===== config.mk =====
export PLATFORM = sky130hd
export DESIGN_NAME = vga_timing_gen
export DESIGN_NICKNAME = d
export VERILOG_FILES = /design/src/rtl/vga_pkg.sv /design/src/rtl/vga_delay_line.sv /design/src/rtl/vga_timing_gen.sv
export SDC_FILE = /design/constraint.sdc
export NUM_CORES = 1
export LEC_CHECK = 0
export ABC_CLOCK_PERIOD_IN_PS = 3500
export BUFFER_PORTS_ARGS = -buffer_cell sky130_fd_sc_hd__buf_4
export CORE_UTILIZATION = 45
export CTS_CLUSTER_SIZE = 24
export DETAILED_ROUTE_END_ITERATION = 16
export PLACE_DENSITY_LB_ADDON = 0.25
export SYNTH_ARGS = -nofsm -noshare
export SYNTH_HDL_FRONTEND = slang
export SYNTH_SLANG_ARGS = --single-unit

===== constraint.sdc =====
create_clock -name clk25 -period 3.5 [get_ports clk25]
set_clock_uncertainty 0.05 [all_clocks]
set_input_delay 0.175 -clock clk25 [delete_from_list [all_inputs] [get_ports clk25]]
set_output_delay 0.175 -clock clk25 [all_outputs]
set_load 0.01 [all_outputs]

===== src/rtl/vga_pkg.sv =====
// VGA timing package: 640x480@60 defaults, sprite defaults,
// the timing bundle carried down the output pipe, and clog2.
package vga_pkg;

   localparam int H_ACTIVE_D = 640;
   localparam int H_FP_D     = 16;
   localparam int H_SYNC_D   = 96;
   localparam int H_BP_D     = 48;

   localparam int V_ACTIVE_D = 480;
   localparam int V_FP_D     = 10;
   localparam int V_SYNC_D   = 2;
   localparam int V_BP_D     = 33;

   localparam int IMG_W_D      = 64;
   localparam int IMG_H_D      = 48;
   localparam int SCALE_LOG2_D = 3;

   typedef struct packed {
      logic hsync;
      logic vsync;
      logic valid;
      logic line_start;
      logic frame_start;
   } vga_tim_t;

   function automatic int clog2(input int value);
      int r;
      r = 0;
      for (int i = 0; i < 31; i++)
         if ((1 << i) < value) r = i + 1;
      return r;
   endfunction

endpackage


===== src/rtl/vga_delay_line.sv =====
// ce-gated shift register with an async clear value;
// depth 0 collapses to a plain wire.
module vga_delay_line #(
   parameter int               WIDTH = 1,
   parameter int               DEPTH = 1,
   parameter logic [WIDTH-1:0] CLR   = '0
) (
   input  logic             clk,
   input  logic             rst_n,
   input  logic             ce,
   input  logic [WIDTH-1:0] d,
   output logic [WIDTH-1:0] q
);

   if (DEPTH == 0) begin : g_wire
      assign q = d;
   end else begin : g_sr
      logic [WIDTH-1:0] sr [DEPTH];

      // shift one stage per pixel enable
      always_ff @(posedge clk or negedge rst_n) begin
         if (!rst_n) begin
            for (int i = 0; i < DEPTH; i++) sr[i] <= CLR;
         end else if (ce) begin
            sr[0] <= d;
            for (int i = 1; i < DEPTH; i++) sr[i] <= sr[i-1];
         end
      end

      assign q = sr[DEPTH-1];
   end

endmodule


===== src/rtl/vga_timing_gen.sv =====
// VGA raster counters with a scaled sprite window and a
// delayed timing pipe aligned to the image-memory read.
module vga_timing_gen
   import vga_pkg::*;
#(
   parameter int H_ACTIVE   = H_ACTIVE_D,
   parameter int H_FP       = H_FP_D,
   parameter int H_SYNC     = H_SYNC_D,
   parameter int H_BP       = H_BP_D,
   parameter int V_ACTIVE   = V_ACTIVE_D,
   parameter int V_FP       = V_FP_D,
   parameter int V_SYNC     = V_SYNC_D,
   parameter int V_BP       = V_BP_D,
   parameter bit HS_POL     = 1'b0,
   parameter bit VS_POL     = 1'b0,
   parameter int IMG_W      = IMG_W_D,
   parameter int IMG_H      = IMG_H_D,
   parameter int SCALE_LOG2 = SCALE_LOG2_D,
   parameter int OUT_DELAY  = 1,
   localparam int IDX_W     = clog2(IMG_W * IMG_H)
) (
   input  logic             clk25,
   input  logic             rst_n,
   input  logic             ce,
   input  logic [9:0]       win_x,
   input  logic [9:0]       win_y,
   output logic [9:0]       x,
   output logic [9:0]       y,
   output logic [IDX_W-1:0] pixel_index,
   output logic             in_window,
   output logic             hsync,
   output logic             vsync,
   output logic             valid,
   output logic             line_start,
   output logic             frame_start
);

   localparam int H_TOTAL = H_ACTIVE + H_FP + H_SYNC + H_BP;
   localparam int V_TOTAL = V_ACTIVE + V_FP + V_SYNC + V_BP;
   localparam int HS_BEG  = H_ACTIVE + H_FP;
   localparam int VS_BEG  = V_ACTIVE + V_FP;

   localparam logic [10:0] SPAN_W = 11'(IMG_W << SCALE_LOG2);
   localparam logic [10:0] SPAN_H = 11'(IMG_H << SCALE_LOG2);

   localparam vga_tim_t TIM_RST = '{
      hsync: ~HS_POL, vsync: ~VS_POL, default: 1'b0};

   logic [9:0] h, v;
   logic [9:0] wx, wy;
   logic       h_last, v_last;

   assign h_last = (h == 10'(H_TOTAL - 1));
   assign v_last = (v == 10'(V_TOTAL - 1));

   // raster counters; the window is latched at end of frame
   always_ff @(posedge clk25 or negedge rst_n) begin
      if (!rst_n) begin
         h  <= '0;
         v  <= '0;
         wx <= '0;
         wy <= '0;
      end else if (ce) begin
         if (h_last) begin
            h <= '0;
            if (v_last) begin
               v  <= '0;
               wx <= win_x;
               wy <= win_y;
            end else begin
               v <= v + 10'd1;
            end
         end else begin
            h <= h + 10'd1;
         end
      end
   end

   logic [10:0]      h11, v11, wx11, wy11;
   logic [10:0]      rel_x, rel_y;
   logic [31:0]      idx_full;
   logic             vis_c, inw_c;
   logic [IDX_W-1:0] idx_c;
   vga_tim_t         tim_c;

   assign h11   = {1'b0, h};
   assign v11   = {1'b0, v};
   assign wx11  = {1'b0, wx};
   assign wy11  = {1'b0, wy};
   assign rel_x = h11 - wx11;
   assign rel_y = v11 - wy11;

   assign vis_c = (h < 10'(H_ACTIVE)) && (v < 10'(V_ACTIVE));

   assign inw_c = vis_c
      && (h11 >= wx11) && (h11 < wx11 + SPAN_W)
      && (v11 >= wy11) && (v11 < wy11 + SPAN_H);

   assign idx_full = 32'(rel_y >> SCALE_LOG2) * 32'(IMG_W)
                   + 32'(rel_x >> SCALE_LOG2);
   assign idx_c    = inw_c ? idx_full[IDX_W-1:0] : '0;

   assign tim_c.hsync =
      ((h >= 10'(HS_BEG)) && (h < 10'(HS_BEG + H_SYNC)))
      ? HS_POL : ~HS_POL;
   assign tim_c.vsync =
      ((v >= 10'(VS_BEG)) && (v < 10'(VS_BEG + V_SYNC)))
      ? VS_POL : ~VS_POL;
   assign tim_c.valid       = vis_c;
   assign tim_c.line_start  = (h == '0);
   assign tim_c.frame_start = (h == '0) && (v == '0);

   vga_tim_t tim_s1, tim_q;

   // first output stage: coordinates, address and timing
   always_ff @(posedge clk25 or negedge rst_n) begin
      if (!rst_n) begin
         x           <= '0;
         y           <= '0;
         pixel_index <= '0;
         in_window   <= 1'b0;
         tim_s1      <= TIM_RST;
      end else if (ce) begin
         x           <= h;
         y           <= v;
         pixel_index <= idx_c;
         in_window   <= inw_c;
         tim_s1      <= tim_c;
      end
   end

   vga_delay_line #(
      .WIDTH ($bits(vga_tim_t)),
      .DEPTH (OUT_DELAY),
      .CLR   (TIM_RST)
   ) u_tim_dly (
      .clk   (clk25),
      .rst_n (rst_n),
      .ce    (ce),
      .d     (tim_s1),
      .q     (tim_q)
   );

   assign hsync       = tim_q.hsync;
   assign vsync       = tim_q.vsync;
   assign valid       = tim_q.valid;
   assign line_start  = tim_q.line_start & ce;
   assign frame_start = tim_q.frame_start & ce;

endmodule


# Word level (Yosys, flattened, before mapping)
# Index checks and enable logic that the tools add are counted.
# Widths: inputs -> output; s select.
[classes] add_sub_neg=7 order_cmp=10 n_eq_ne=2 n_mux=5 bitwise=2 n_reduce_logical=12
[op_table] op="$lt 10x11->1" count=2
[op_table] op="$add 10x1->10 const B" count=2
[op_table] op="$eq 10x10->1 const B" count=2
[op_table] op="$ge 10x10->1" count=2
[op_table] op="$logic_not 10->1" count=2
[op_table] op="$lt 10x10->1 const B" count=2
[op_table] op="$lt 10x9->1 const B" count=2
[op_table] op="$mux 10" count=2
[op_table] op="$add 12x8->12" count=1
[op_table] op="$mux 12" count=1
[op_table] op="$add 10x10->11 const B" count=1
[op_table] op="$add 10x9->11 const B" count=1
[op_table] op="$sub 10x10->11" count=1
[op_table] op="$ge 10x10->1 const B" count=1
[op_table] op="$ge 10x9->1 const B" count=1
[op_table] op="$sub 9x9->9" count=1
[op_table] op="$logic_and 1x1->1" count=8
[op_table] op="$reduce_and 3->1" count=1
[op_table] op="$and 1x1->1" count=2
[op_table] op="$mux 1" count=2
[op_table] op="$reduce_and 2->1" count=1
[totals] register_bits=83 inputBits=23 output_inout_bits=38 elab_cells=52

# Logic depth before layout (Yosys ltp)
[depth] ltp_word=7 mapped_depth=14

# Cells and area by module
# Synthesis repeated with hierarchy kept, for this count alone.
[unflattened] hier_cells=444 hier_area_um2=4461.8
[modules_own_cells] module="vga_timing_gen" instances=1 cells_per_inst=434 area_per_inst_um2=4277.9 seq_area_each_um2=1954.4
[modules_own_cells] module="vga_delay_line" instances=1 cells_per_inst=10 area_per_inst_um2=183.9 seq_area_each_um2=127.6

# Worst setup path after synthesis
# Ideal clock, no wire load.
[synth_timing] kind="register -> register" startpoint="register h[1]" endpoint="register pixel_index[10]" setup_ns=0.110 arrival_time_ns=3.001 t_required_ns=3.340 slack_ns=0.339 path_stages_with_launch=14 path_buffers=0 path_cell_list="dfrtp_1 > ha_1 > and2b_1 > o31a_2 > nor2_4 > o221ai_2 > xor2_1 > ha_1 > fa_1 > o2111ai_1 > a21oi_1 > and4_1 > o21a_1 > o41ai_1"
[synth_between] elab_chain_cells=7 elab_cells_between_ends=11
[synth_lines] element="start: declaration" line_no="vga_timing_gen.sv:49" rtl="logic [9:0] h, v;"
[synth_lines] element="start signal: assignment" line_no="vga_timing_gen.sv:74" rtl="h <= h + 10'd1;"
[synth_lines] element="branches (longest 6 deep; another with $add 12x8->12)"
[synth_lines] element="$mux 12 *" line_no="vga_timing_gen.sv:101" rtl="assign idx_c = inw_c ? idx_full[IDX_W-1:0] : '0;"
[synth_lines] element="end signal: assignment" line_no="vga_timing_gen.sv:126" rtl="pixel_index <= idx_c;"
[synth_lines] element="end: declaration" line_no="vga_timing_gen.sv:29" rtl="output logic [IDX_W-1:0] pixel_index,"
# Mark *: on every way between the ends.
# A chain may end at the register's enable or synchronous reset.

# Worst setup path in the final report
# Same ends and word-level chain as after synthesis.

==> results.ini <==
[outcome]
outcome=complete, but fails checks
violations=negative hold slack

[detailed_routing]
viasPerCell=5.35
routed_wl_um=10400
drc=0
vias=3524
drt_first_pass_iters=4
drt_iter0_drc=156
wire_per_inst_um=15.8
ant_nets=0

[placed_design]
hpwl_um=7140
dpl_cell_area_mm2=0.00515
portBuffers=60
gp_congestion=0.814

[yosys]
synth_area_leaders=dfrtp_1 43%, ha_1 8.8%, mux2_2 7.2%
synth_fp_nets=495
ys_seq_area_share_pct=45.7
synth_edf_count=0
synth_most_common_cell=dfrtp_1
yosysTopAreaCell=dfrtp_1
ys_seq_elements=83
synth.cell_area_mm2=0.00456
syn_inst=439
syn_area_per_cell_um2=10.4
async_reset_ff_share_pct=100
ys_warn_count=0
ys.flop_type=dfrtp_1
ys_top_cells_by_count=79 x dfrtp_1, 41 x inv_1, 38 x nand2_1
synth_cell_types=66
synth_top_area_share_pct=43.3

[final_layout]
synthToLayoutAreaGrowth_pct=22.3
fin_nets=577
seqCellArea_mm2=0.00209
final_layout_size_suffix_gt1_share_pct=25.9
nFillCells=893
design_area_mm2=0.00558
multi_input_area_mm2=0.00227
antenna-diode-count=0

[sta]
rsz0062_at_grt=no
min_period_over_period_pct=94.6
tightestPinTransition_ps=1050
hold_viol=79
tns_ps=0
whs_ps=-43.1
max_freq_mhz=302
period_minus_slack_ps=3310
setup_viol=0
slew_violations=0
slew_headroom_pct=30.3

[power]
clkPwrFrac_pct=32.1
power_switching_mw=0.665
swShare_pct=28.4
p_seq_share_pct=48.8
ir_worst_vdd_mv=0.236
power_leakage_nw=2.62
power_density_mw_per_mm2=419
p_comb_share_pct=19.1
p_int_mw=1.67

[clock_network]
cts_buffers=9
cts_root_buf=clkbuf_8
cts.path.max_buffers=2
cts_tree=yes
path_clk_slew_ps=80
cts_max_level=3
clock_latency_ps=360
clock-sinks=83

[floorplan]
core_mm2=0.00982
dieArea_mm2=0.0105
initial_core_util_pct=46.4
num_rows=36
fp.dieW_um=103
io_pins=61
die_h_um=103

[critical_path]
crit_type=flip-flop to flip-flop
r2r-start=h[1]$_DFFE_PN0P_
critPathArrivalTime_ps=3520
end_kind=flip-flop
cp-endpoint=pixel_index[10]$_DFFE_PN0P_
reg2reg_depth=13
crit_family=compound AO/OA/AOI/OAI gates
critical_path_required_ps=3710
worstSetupStartpointType=flip-flop
reg2reg_slack_ps=190
critPathBufInv=0
path_max_fanout=5
slowest_stage=dfrtp_2
startpoint=h[1]$_DFFE_PN0P_
path_cells=ha_1 -> and2b_1 -> o31a_2 -> nor2_4 -> o221ai_2 -> xor2_1 -> ha_1 -> fa_2 -> o2111ai_1 -> a21oi_1 -> and4_1 -> o21a_1 -> o41ai_2
cpPeakStageDelay_ps=440
r2r-end=pixel_index[10]$_DFFE_PN0P_
crit_top_cell=ha_1
cp_num_cells=13

[grt]
grt_usage_pct=21.8
grt_pass1_wl_um=17400
grt_overflow=0
grt_pass1_vias=3523
antenna_found_initial=0
grt_max_degree=84

[job]
max_cap_violations=0

[hold_path]
holdCritPathClass=input pin to async pin

repair_timing:
action / in CTS / in global routing
hold endpoints to repair: 19 / 0
setup endpoints to repair: 0 / 1
buffers inserted: 0 / 2
hold buffers: 19 / 0
gates resized for setup: 0 / 6
worst min-delay path by stage:
stage | from | end | slack, ps
after floorplan | rst_n | h[0]$_DFFE_PN0P_ | -170
after global placement | win_y[2] | wy[2]$_DFFE_PN0P_ | 330
after detailed placement | win_x[7] | wx[7]$_DFFE_PN0P_ | 340
after CTS | rst_n | pixel_index[10]$_DFFE_PN0P_ | 0.9
after global routing | win_x[9] | wx[9]$_DFFE_PN0P_ | 40
final | rst_n | pixel_index[1]$_DFFE_PN0P_ | -40
per-layer routing:
metal	global-route usage (%)	wire length [um]	vias to the layer above
met2	34.8	5010	66
met4	7.25	167	0
met3	3.86	291	20
li1	-	-	1722
met1	29.9	4940	1716
met5	0	0	-
placed cells by master (no fill, tap or decap), types with 3 or more instances in the layout:
cell	netlist	routed
a21o_1	3	3
a21oi_1	13	13
and2_1	4	4
and3_1	7	7
buf_4	1	67
clkbuf_8	0	9
dfrtp_1	79	76
dfrtp_2	0	3
dfstp_2	4	4
dlygate4sd3_1	0	19
ha_1	32	31
inv_1	41	41
mux2_2	29	29
nand2_1	38	38
nand2b_1	8	8
nand3_1	6	6
nand4_1	9	9
nand4b_1	3	3
nor2_1	19	19
nor3_1	6	5
o21a_1	5	5
o21ai_0	33	33
o31ai_1	4	4
o32ai_1	8	8
o41ai_1	4	3
xnor2_1	14	14
xor2_1	8	8
state kept, by name (all words and copies together), names as in the netlist:
signal / flops
u_tim_dly.q: 5
h: 10
y: 10
wx: 10
pixel_index: 12
v: 10
in_window: 1
x: 10
wy: 10
tim_s1: 5
power by group through the flow:
stage,clock network (mW),registers (mW),logic [mW]
2_1_floorplan,0,1.14,0.238
3_3_place_gp,0,1.15,0.394
3_5_place_dp,0,1.15,0.409
4_1_cts,0.765,1.14,0.433
5_1_grt,0.802,1.16,0.488
6_report,0.750,1.14,0.446
final cells by class:
cell class / instances / area share (%)
flip-flops and latches: 83 / 37.4
clock buffers: 11 / 2.35
multi-input cells: 299 / 40.6
clock inverters: 5 / 1.41
well taps: 133 / 2.98
repair buffers: 86 / 12.4
inverters: 42 / 2.83
cell families after synthesis:
kind of cell | after synthesis | synth area share (%)
AND/OR/NAND/NOR | 118 | 13.5
AO/OA/AOI/OAI | 96 | 15.0
flip-flops | 83 | 45.7
buffers and inverters | 57 | 5.05
adder cells (fa/ha/maj) | 33 | 9.22
multiplexers | 30 | 7.38
XOR/XNOR | 22 | 4.23
metrics by stage:
| stage | util [%] | std cells | setup slack (ps) | power [mW] |
|---|---|---|---|---|
| floorplan | - | 439 | 339 | 1.38 |
| global placement | 52.4 | 622 | 213 | 1.54 |
| detailed placement | 52.4 | 622 | 87.0 | 1.56 |
| CTS | 56.5 | 657 | 82.4 | 2.34 |
| global route | 56.8 | 659 | 40.6 | 2.45 |
| finish | 56.8 | 659 | 188 | 2.34 |
(Power assumes the default switching activity.)
